--- src/rtl/tmr_opgroup_pipe.sv ---
// Elastic register pipeline for one TMR operation group, with a checker that watches output
// IDs and flags a copy sequence that breaks before three matching copies have passed.
module tmr_opgroup_pipe #(
  parameter type         DataType = logic [7:0],
  parameter int unsigned IDSize   = 5,
  parameter int unsigned NumRegs  = 3
) (
  input  logic                           clk_i,
  input  logic                           rst_i,
  input  logic                           enable_i,
  input  logic                           flush_i,
  input  DataType                        data_i,
  input  logic [IDSize-1:0]              id_i,
  input  logic                           valid_i,
  output logic                           ready_o,
  output DataType                        data_o,
  output logic [IDSize-1:0]              id_o,
  output logic                           valid_o,
  input  logic                           ready_i,
  output logic [$clog2(NumRegs+1)-1:0]   occupancy_o,
  output logic                           id_error_o
);

  localparam int unsigned OccW = $clog2(NumRegs + 1);

  // Index i of the *_q arrays holds stage i+1; index i of the *_s arrays is what feeds it.
  logic [NumRegs-1:0] valid_q, valid_d;
  logic [NumRegs-1:0] valid_s;
  logic [NumRegs-1:0] ready;
  logic [NumRegs-1:0] load;
  DataType            data_q [NumRegs];
  DataType            data_s [NumRegs];
  logic [IDSize-1:0]  id_q   [NumRegs];
  logic [IDSize-1:0]  id_s   [NumRegs];

  always_comb begin
    valid_s   = '0;
    valid_s[0] = valid_i;
    data_s[0] = data_i;
    id_s[0]   = id_i;
    for (int i = 1; i < NumRegs; i++) begin
      valid_s[i] = valid_q[i-1];
      data_s[i]  = data_q[i-1];
      id_s[i]    = id_q[i-1];
    end
  end

  // A stage can accept when downstream is ready or any later stage holds a bubble.
  always_comb begin
    ready = '0;
    for (int i = 0; i < NumRegs; i++) begin
      ready[i] = ready_i;
      for (int j = i; j < NumRegs; j++) begin
        if (!valid_q[j]) begin
          ready[i] = 1'b1;
        end
      end
    end
  end

  always_comb begin
    valid_d = valid_q;
    load    = '0;
    for (int i = 0; i < NumRegs; i++) begin
      if (ready[i]) begin
        valid_d[i] = valid_s[i];
      end
      load[i] = ready[i] & valid_s[i] & ~flush_i;
    end
    if (flush_i) begin
      valid_d = '0;
    end
  end

  always_ff @(posedge clk_i or posedge rst_i) begin
    if (rst_i) begin
      valid_q <= '0;
      for (int i = 0; i < NumRegs; i++) begin
        data_q[i] <= '0;
        id_q[i]   <= '0;
      end
    end else begin
      valid_q <= valid_d;
      for (int i = 0; i < NumRegs; i++) begin
        if (load[i]) begin
          data_q[i] <= data_s[i];
          id_q[i]   <= id_s[i];
        end
      end
    end
  end

  assign ready_o = ready[0] | flush_i;
  assign valid_o = valid_q[NumRegs-1];
  assign data_o  = data_q[NumRegs-1];
  assign id_o    = id_q[NumRegs-1];

  always_comb begin
    occupancy_o = '0;
    for (int i = 0; i < NumRegs; i++) begin
      occupancy_o = occupancy_o + OccW'(valid_q[i]);
    end
  end

  logic [1:0]        cnt_q, cnt_d;
  logic [IDSize-1:0] last_id_q, last_id_d;
  logic              err_q, err_d;
  logic              out_hs;

  assign out_hs = valid_o & ready_i;

  // cnt counts copies of last_id seen so far; a third copy closes the group.
  always_comb begin
    cnt_d     = cnt_q;
    last_id_d = last_id_q;
    err_d     = 1'b0;
    if (!enable_i || flush_i) begin
      cnt_d = 2'd0;
    end else if (out_hs) begin
      if (cnt_q == 2'd0) begin
        last_id_d = id_o;
        cnt_d     = 2'd1;
      end else if (id_o == last_id_q) begin
        cnt_d = (cnt_q == 2'd2) ? 2'd0 : cnt_q + 2'd1;
      end else begin
        err_d     = 1'b1;
        last_id_d = id_o;
        cnt_d     = 2'd1;
      end
    end
  end

  always_ff @(posedge clk_i or posedge rst_i) begin
    if (rst_i) begin
      cnt_q     <= 2'd0;
      last_id_q <= '0;
      err_q     <= 1'b0;
    end else begin
      cnt_q     <= cnt_d;
      last_id_q <= last_id_d;
      err_q     <= err_d;
    end
  end

  assign id_error_o = err_q;

endmodule

--- config.mk ---
export PLATFORM = sky130hd
export DESIGN_NAME = tmr_opgroup_pipe
export DESIGN_NICKNAME = d
export VERILOG_FILES = /design/src/rtl/tmr_opgroup_pipe.sv
export SDC_FILE = /design/constraint.sdc
export NUM_CORES = 1
export LEC_CHECK = 0
export ABC_AREA = 1
export ABC_CLOCK_PERIOD_IN_PS = 3130
export CAP_MARGIN = 30
export CORE_UTILIZATION = 56
export CTS_CLUSTER_SIZE = 16
export DETAILED_ROUTE_END_ITERATION = 6
export PLACE_DENSITY = 0.81
export SLEW_MARGIN = 20
export SYNTH_ARGS = -nofsm -noshare
export SYNTH_HDL_FRONTEND = slang
export SYNTH_SLANG_ARGS = --single-unit
--- constraint.sdc ---
create_clock -name clk_i -period 3.13 [get_ports clk_i]
set_input_delay 0.626 -clock clk_i [delete_from_list [all_inputs] [get_ports clk_i]]
set_output_delay 0.626 -clock clk_i [all_outputs]
set_load 0.05 [all_outputs]
---- After elaboration in Yosys (flattened, before gate mapping) ----
Index checks and enable logic that the tools add are counted.
cells by class
  bitwise logic cells ..................... 10
  eq/ne operators ......................... 3
  add/subtract/negate cells ............... 3
  reductions and logical operators ........ 8
  muxes and demuxes ....................... 21
operator list
  kind                                                            count
  1-bit 2-to-1 mux                                                13
  2-bit 2-to-1 mux                                                5
  5-bit 2-to-1 mux                                                2
  2-bit nonzero test                                              4
  1-bit bitwise AND                                               7
  5-bit == test                                                   1
  3-bit 2-to-1 mux                                                1
  3-bit AND reduction                                             1
  1-bit by 1-bit adder with 2-bit output                          1
  2-bit by 1-bit adder with 2-bit output                          1
  2-bit by 1-bit adder with 2-bit output (second input constant)  1
  2-bit == test (second input constant)                           1
  2-bit logical NOT                                               1
  2-bit inequality test (second input constant)                   1
  1-bit NOT                                                       2
  1-bit logical NOT                                               1
  1-bit logical OR                                                1
  1-bit bitwise OR                                                1
word-level totals
  output and inout port bits .............. 18
  logic and storage cells ................. 57
  register bits ........................... 50
  input bits .............................. 19

---- Depth between registers and ports, before layout ----
Gate-level depths: netlist of run 1.
  depth in word-level cells ............... 6
  depth in mapped cells ................... 8
  depth with buffers taken out ............ 8

---- Worst setup path before layout of run 1 ----
Ideal clock, no wire load.
  kind .................................... register to output
  from .................................... register valid_q[2]
  to ...................................... output port occupancy_o[0]
  setup slack ............................. 0.975 ns
  path buffers ............................ 0
  stages on the path, launching flop included .. 2
  required time ........................... 2.504 ns
  arrival ................................. 1.529 ns
  cells stage by stage .................... dfrtp_1 fa_1
between the ends
  word-level cells in the longest chain between the ends .. 1
RTL lines
  what                                    RTL line  source
  start: declaration                      27        logic [NumRegs-1:0] valid_q, valid_d;
  start signal: assignment                83        valid_q <= valid_d;
  2-bit by 1-bit adder with 2-bit output  101       occupancy_o = occupancy_o + OccW'(valid_q[i]);
  end: declaration                        20        output logic [$clog2(NumRegs+1)-1:0] occupancy_o,
No other way between the ends.

---- Worst setup path after layout of run 1 ----
Ends and elaborated chain as after synthesis.

==> results of run 1 <==
-- area by class of cell --
cell class	count	area share (%)
sequential	50	46.8
multi-input combinational	128	29.0
timing repair buffer	40	15.0
inverter	22	3.09
clock buffer	7	2.85
tap	48	2.25
clock inverter	1	1.12
-- per-stage QoR --
step,util (%),instance area [sq um]
floorplan,-,2250
global placement,68.1,2570
detailed placement,68.1,2570
CTS,70.9,2680
global route,70.9,2680
finish,70.9,2680
-- metal layers --
metal  track usage [%]  up-vias  routed length [um]
li1                  -      735                   -
met1              26.5      730                1740
met2              36.6       32                1980
met3              4.51        7                 133
met4              8.97        0                  63
met5                 0        -                   0
-- registers in the layout, indices dropped and copies added (netlist names) --
signal,flops
cnt_q,2
data_o,8
data_q,16
id_error_o,1
id_o,5
id_q,10
last_id_q,5
valid_q,3
-- worst max-delay path, cell delays in order (launching register included) --
cell	delay, ns
dfrtp_1	0.47
fa_1	0.55
clkdlybuf4s50_1	0.79
-- worst paths after layout --
| kind | from | end | slack, ns | cells after the start |
|---|---|---|---|---|
| setup reg to reg | valid_q[2] | data_q[23] | 1.66 | 7 |
| min in group asynchronous | rst_i | data_o[4] | 0.65 | 2 |
| hold / removal | id_q[13] | id_q[13] | 0.48 | 2 |
| max in group asynchronous | rst_i | data_q[17] | 1.89 | 3 |
| hold reg to reg | id_q[13] | id_q[13] | 0.48 | 2 |
| setup / recovery | valid_q[2] | occupancy_o[0] | 0.40 | 2 |
-- power by group --
| part | leakage (nW) | total, W | internal (W) | switching [W] |
|---|---|---|---|---|
| Clock | 0.0524 | 0.000436 | 0.000239 | 0.000196 |
| Combinational | 0.675 | 0.000604 | 0.000239 | 0.000365 |
| Sequential | 0.630 | 0.000869 | 0.000780 | 0.0000887 |
| Total | 1.36 | 0.00191 | 0.00126 | 0.000650 |
-- kinds of logic after synthesis --
| logic type | Yosys count |
|---|---|
| simple gates | 96 |
| flops | 50 |
| buf+inv | 40 |
| mux | 18 |
| compound gates | 12 |
| xor+xnor | 1 |
| fa+ha+maj | 1 |
-- layout by cell type (no fill, tap or decap) --
master           Yosys  final
inv_2                1      2
nand2_4              3      3
clkbuf_8             0      5
nor2_4               2      2
mux2_4               4      4
nand2_2              3      3
o21ai_0              5      5
nor2_8               1      1
fa_1                 1      1
nand4_2              1      1
bufinv_16            0      1
inv_1               21     20
nand3_1             21     21
nor2_2               2      2
clkbuf_1             0      2
or2_4                1      1
o22ai_1              1      1
a21oi_1              6      6
nand2_1             54     54
buf_12               0      1
clkdlybuf4s50_1      0     35
dfrtp_1             50     50
mux2_2              14     14
buf_4               14      4
xnor2_1              1      1
nor2_1               8      8
==> results.md, run 1 <==
* Status: finished, final reports clean
* Cell total after placement at 288
* Root Buffer: clkbuf_8
* Synth Area in Compound Gates at 2.72%
* Hold Path Class: reg -> reg
* Largest family of logic cells by synthesized area: simple AND/OR/NAND/NOR gates
* Antenna diodes at 0
* Vias in the first global route at 1468
* Initial antenna violation count at 0
* Max FO, Critical Path at 4
* Cts repair resizes at 0
* CP arrival at 2.10 ns
* Seq/Total Area, Yosys at 55.6%
* Total power at 0.00191 W
* Fin Hold WS at 0.479 ns
* Mapped Cells at 218
* Largest net degree at the start of global routing at 23
* Distinct cells, synth at 23
* DR vias at 1504
* Die area at 4280 sq um
* Initial DRC count at 57
* Setup ws final at 0.401 ns
* Clock slew seen by the registers of the worst setup and hold paths at 0.08 ns
* Max clock buf depth at 2
* EDFF count, synth at 0
* Post-synthesis xor/xnor area fraction at 0.389%
* RSZ-0062 raised after global routing: no
* H-tree Lvls at 2
* Worst path required time at 2.50 ns
* Mean post-synth cell area at 10.3 sq um
* Crit path kind: reg -> out
* Setup bufs post-CTS at 0
* Worst-skew pair later-pin latency at 0.29 ns
* Std cell rows at 22
* Share of cells above drive strength 1 at 17.7%
* Synth Area in Adders at 0.889%
* Slew @ Worst Pin at 0.514 ns
* Yosys top cell by area: dfrtp_1
* Synthesis Warnings at 0
* Setup TNS at 0 ns
* CP startpoint kind: flip-flop
* Simple logic cell fraction of the synthesized area at 20.7%
* Crit end category: output pin
* Hold buffers post-CTS at 0
* Nets@finish at 267
* Final Max Slew Viols at 0
* Cell Area, Synth at 2250 sq um
* Worst slack at placement at 0.722 ns
* Synth Register Bits at 50
* Final HPWL DP at 2810 um
* Maximum vdd ir drop at 383 uV
* Hold Vio Cnt, Final at 0
* Post-synth top flop: dfrtp_1
* Top-level I/O count at 37
* Post-route clock period utilization at 87.2%
* Async set-reset flop share out of synthesis at 100%
* Drt via density at 5.08
* All-Layer GR Usage at 21.5%
* Ranking of synthesized cells by area: dfrtp_1 56%, nand2_1 9.0%, mux2_2 7.0%
* Final Skew at 0.00406 ns
* 1st-pass router iterations at 4
* Chip Width at 65.4 um
* First-pass GRT wire length at 6760 um
* Initial Utilization at 59.7%
* Fillcell total at 289
* Final ANT Viol Nets at 0
* P per Cell Area at 713 nW/um^2
* Reg area at 1250 sq um
* CTS sink cnt at 50
* Synth top area share at 55.6%
* Core area at 3770 sq um
* Number of buffers added on ports at 36
* Gr ovfl total at 0
* Mux cell area share after synthesis at 9.67%
* Tmin final at 2.73 ns
* Routed WL per cell at 13.2 um
* GP Congestion at 0.740
* Area of the multi-input gates at 774 sq um
* DR DRC count at 0
* DRT Wirelength at 3910 um
* FMAX at 0.366 GHz
* Final Setup Violations at 0
* Total of max-cap violations at 0
* Fin cells at 296
* Syn_nets at 238
* Syn-to-layout area delta at 18.8%
* Leakage power at 1.36 nW
* Count leader, synth: nand2_1
* CTS tree: yes
* Slew margin rel. at 65.6%
* Top cells by count, synth: 54 x nand2_1, 50 x dfrtp_1, 21 x inv_1, 21 x nand3_1
* Die Ht at 65.4 um
* CTS buffer count at 5
Note: power is estimated with default switching activity, not from simulation.
==> run 2, diff against run 1 <==
--- a/constraint.sdc
+++ b/constraint.sdc
@@ -3,2 +3,2 @@
 set_output_delay 0.626 -clock clk_i [all_outputs]
-set_load 0.05 [all_outputs]
+set_load 0.02 [all_outputs]
==> run 2 against run 1 <==
Effect of this change: sequential power barely moved; highest routed layer unchanged; power fell by 11%; via count down 0.53%; fmax is 2.1% higher; register-to-register slack better by 0.06 ns; core utilization fell by 0.66 points; first-iteration DRC count up 35%; die area did not move; wire length down 4.4%.
==> results.md, run 2 (synthesized netlist as in run 1, its figures left out) <==
* Max reg flops at 16
* Gr ovfl total at 0
* Core area at 3770 sq um
* RSZ-0062 raised after global routing: no
* Antenna diodes at 0
* Final HPWL DP at 2770 um
* Initial DRC count at 77
* Maximum vdd ir drop at 408 uV
* Vias in the first global route at 1525
* CTS sink cnt at 50
* Hold Vio Cnt, Final at 0
* Final Max Slew Viols at 0
* Most frequent cells in the layout: 54 x nand2_1, 50 x dfrtp_1, 36 x clkdlybuf4s50_1
* Initial antenna violation count at 0
* 1st-pass router iterations at 4
* Placed inst area at 2560 sq um
* P per Cell Area at 640 nW/um^2
* Top reg by flops: data_q
* DRT Wirelength at 3740 um
* Total of max-cap violations at 0
* Syn-to-layout area delta at 17.7%
* Max FO, Critical Path at 6
* Drt via density at 5.05
* Setup TNS at 0 ns
* Leakage power at 1.35 nW
* Root Buffer: clkbuf_8
* Final ANT Viol Nets at 0
* Largest net degree at the start of global routing at 21
* Commonest non-fill, non-tap cell in the layout: nand2_1
* Chip Width at 65.4 um
* Hold buffers post-CTS at 0
* Post-route clock period utilization at 85.4%
* Tmin final at 2.67 ns
* Share of cells above drive strength 1 at 17.7%
* Slew @ Worst Pin at 0.381 ns
* CP startpoint kind: primary input
* Std cell rows at 22
* Number of buffers added on ports at 36
* DR vias at 1496
* Final Skew at 0.00394 ns
* CTS buffer count at 5
* All-Layer GR Usage at 21.7%
* Routed WL per cell at 12.6 um
* Die Ht at 65.4 um
* Setup bufs post-CTS at 0
* Slew margin rel. at 74.6%
* Cts repair resizes at 0
* Crit end category: output pin
* Final Instance Area at 2650 sq um
* CP arrival at 2.05 ns
* Initial Utilization at 59.7%
* FMAX at 0.374 GHz
* First-pass GRT wire length at 6770 um
* Nets@finish at 267
* Die area at 4280 sq um
* Final Setup Violations at 0
* Worst-skew pair later-pin latency at 0.29 ns
* Hold Path Class: reg -> reg
* Max clock buf depth at 2
* Top-level I/O count at 37
* Clock slew seen by the registers of the worst setup and hold paths at 0.08 ns
* Total power at 0.00170 W
* Worst path required time at 2.50 ns
* CTS tree: yes
* GP Congestion at 0.781
* Crit path kind: in -> out
* Status: finished, final reports clean
* H-tree Lvls at 2
* DR DRC count at 0
==> run 2: worst max-delay path, stage by stage <==
cell and delay, ns:
clkdlybuf4s50_1 0.64, nor2_4 0.09, nand2_2 0.09, clkdlybuf4s50_1 0.60
==> run 2: power breakdown <==
group          internal, W  switching, W  leakage [nW]
sequential        0.000780     0.0000908         0.630
clock             0.000178      0.000190        0.0482
combinational     0.000240      0.000217         0.669
==> run 2: worst paths after layout <==
path / start / end / slack, ns / depth (start not counted)
min: id_q[11] / id_q[11] / 0.48 / 2
max reg2reg: valid_q[2] / data_q[10] / 1.72 / 5
max in group asynchronous: rst_i / id_q[12] / 1.92 / 3
min reg2reg: id_q[11] / id_q[11] / 0.48 / 2
max: flush_i / ready_o / 0.46 / 4
min in group asynchronous: rst_i / data_o[5] / 0.62 / 2
==> run 2: routing by layer <==
layer  GRT usage, %  share of wire (%)
met5              0                  0
met4           8.70               0.99
met3           6.77                4.1
met2           36.6                 50
met1           25.6                 45
==> run 2: final cells by class <==
| class | count | area (sq um) |
|---|---|---|
| clock buffer | 7 | 86.3 |
| clock inverter | 1 | 5.00 |
| fill | 291 | 1120 |
| inverter | 22 | 82.6 |
| multi-input combinational | 128 | 774 |
| sequential | 50 | 1250 |
| tap | 48 | 60.1 |
| timing repair buffer | 40 | 390 |
==> run 2: through the flow <==
stage                     instances  worst slack [ns]  hold slack (ns)  utilization [%]
after CTS                       296             0.438            0.480             70.3
final                           296             0.457            0.477             70.3
after detailed placement        288             0.445            0.460             67.9
after floorplan                 218              1.30            0.438                -
after global placement          288             0.452            0.454             67.9
after global routing            296             0.397            0.503             70.3
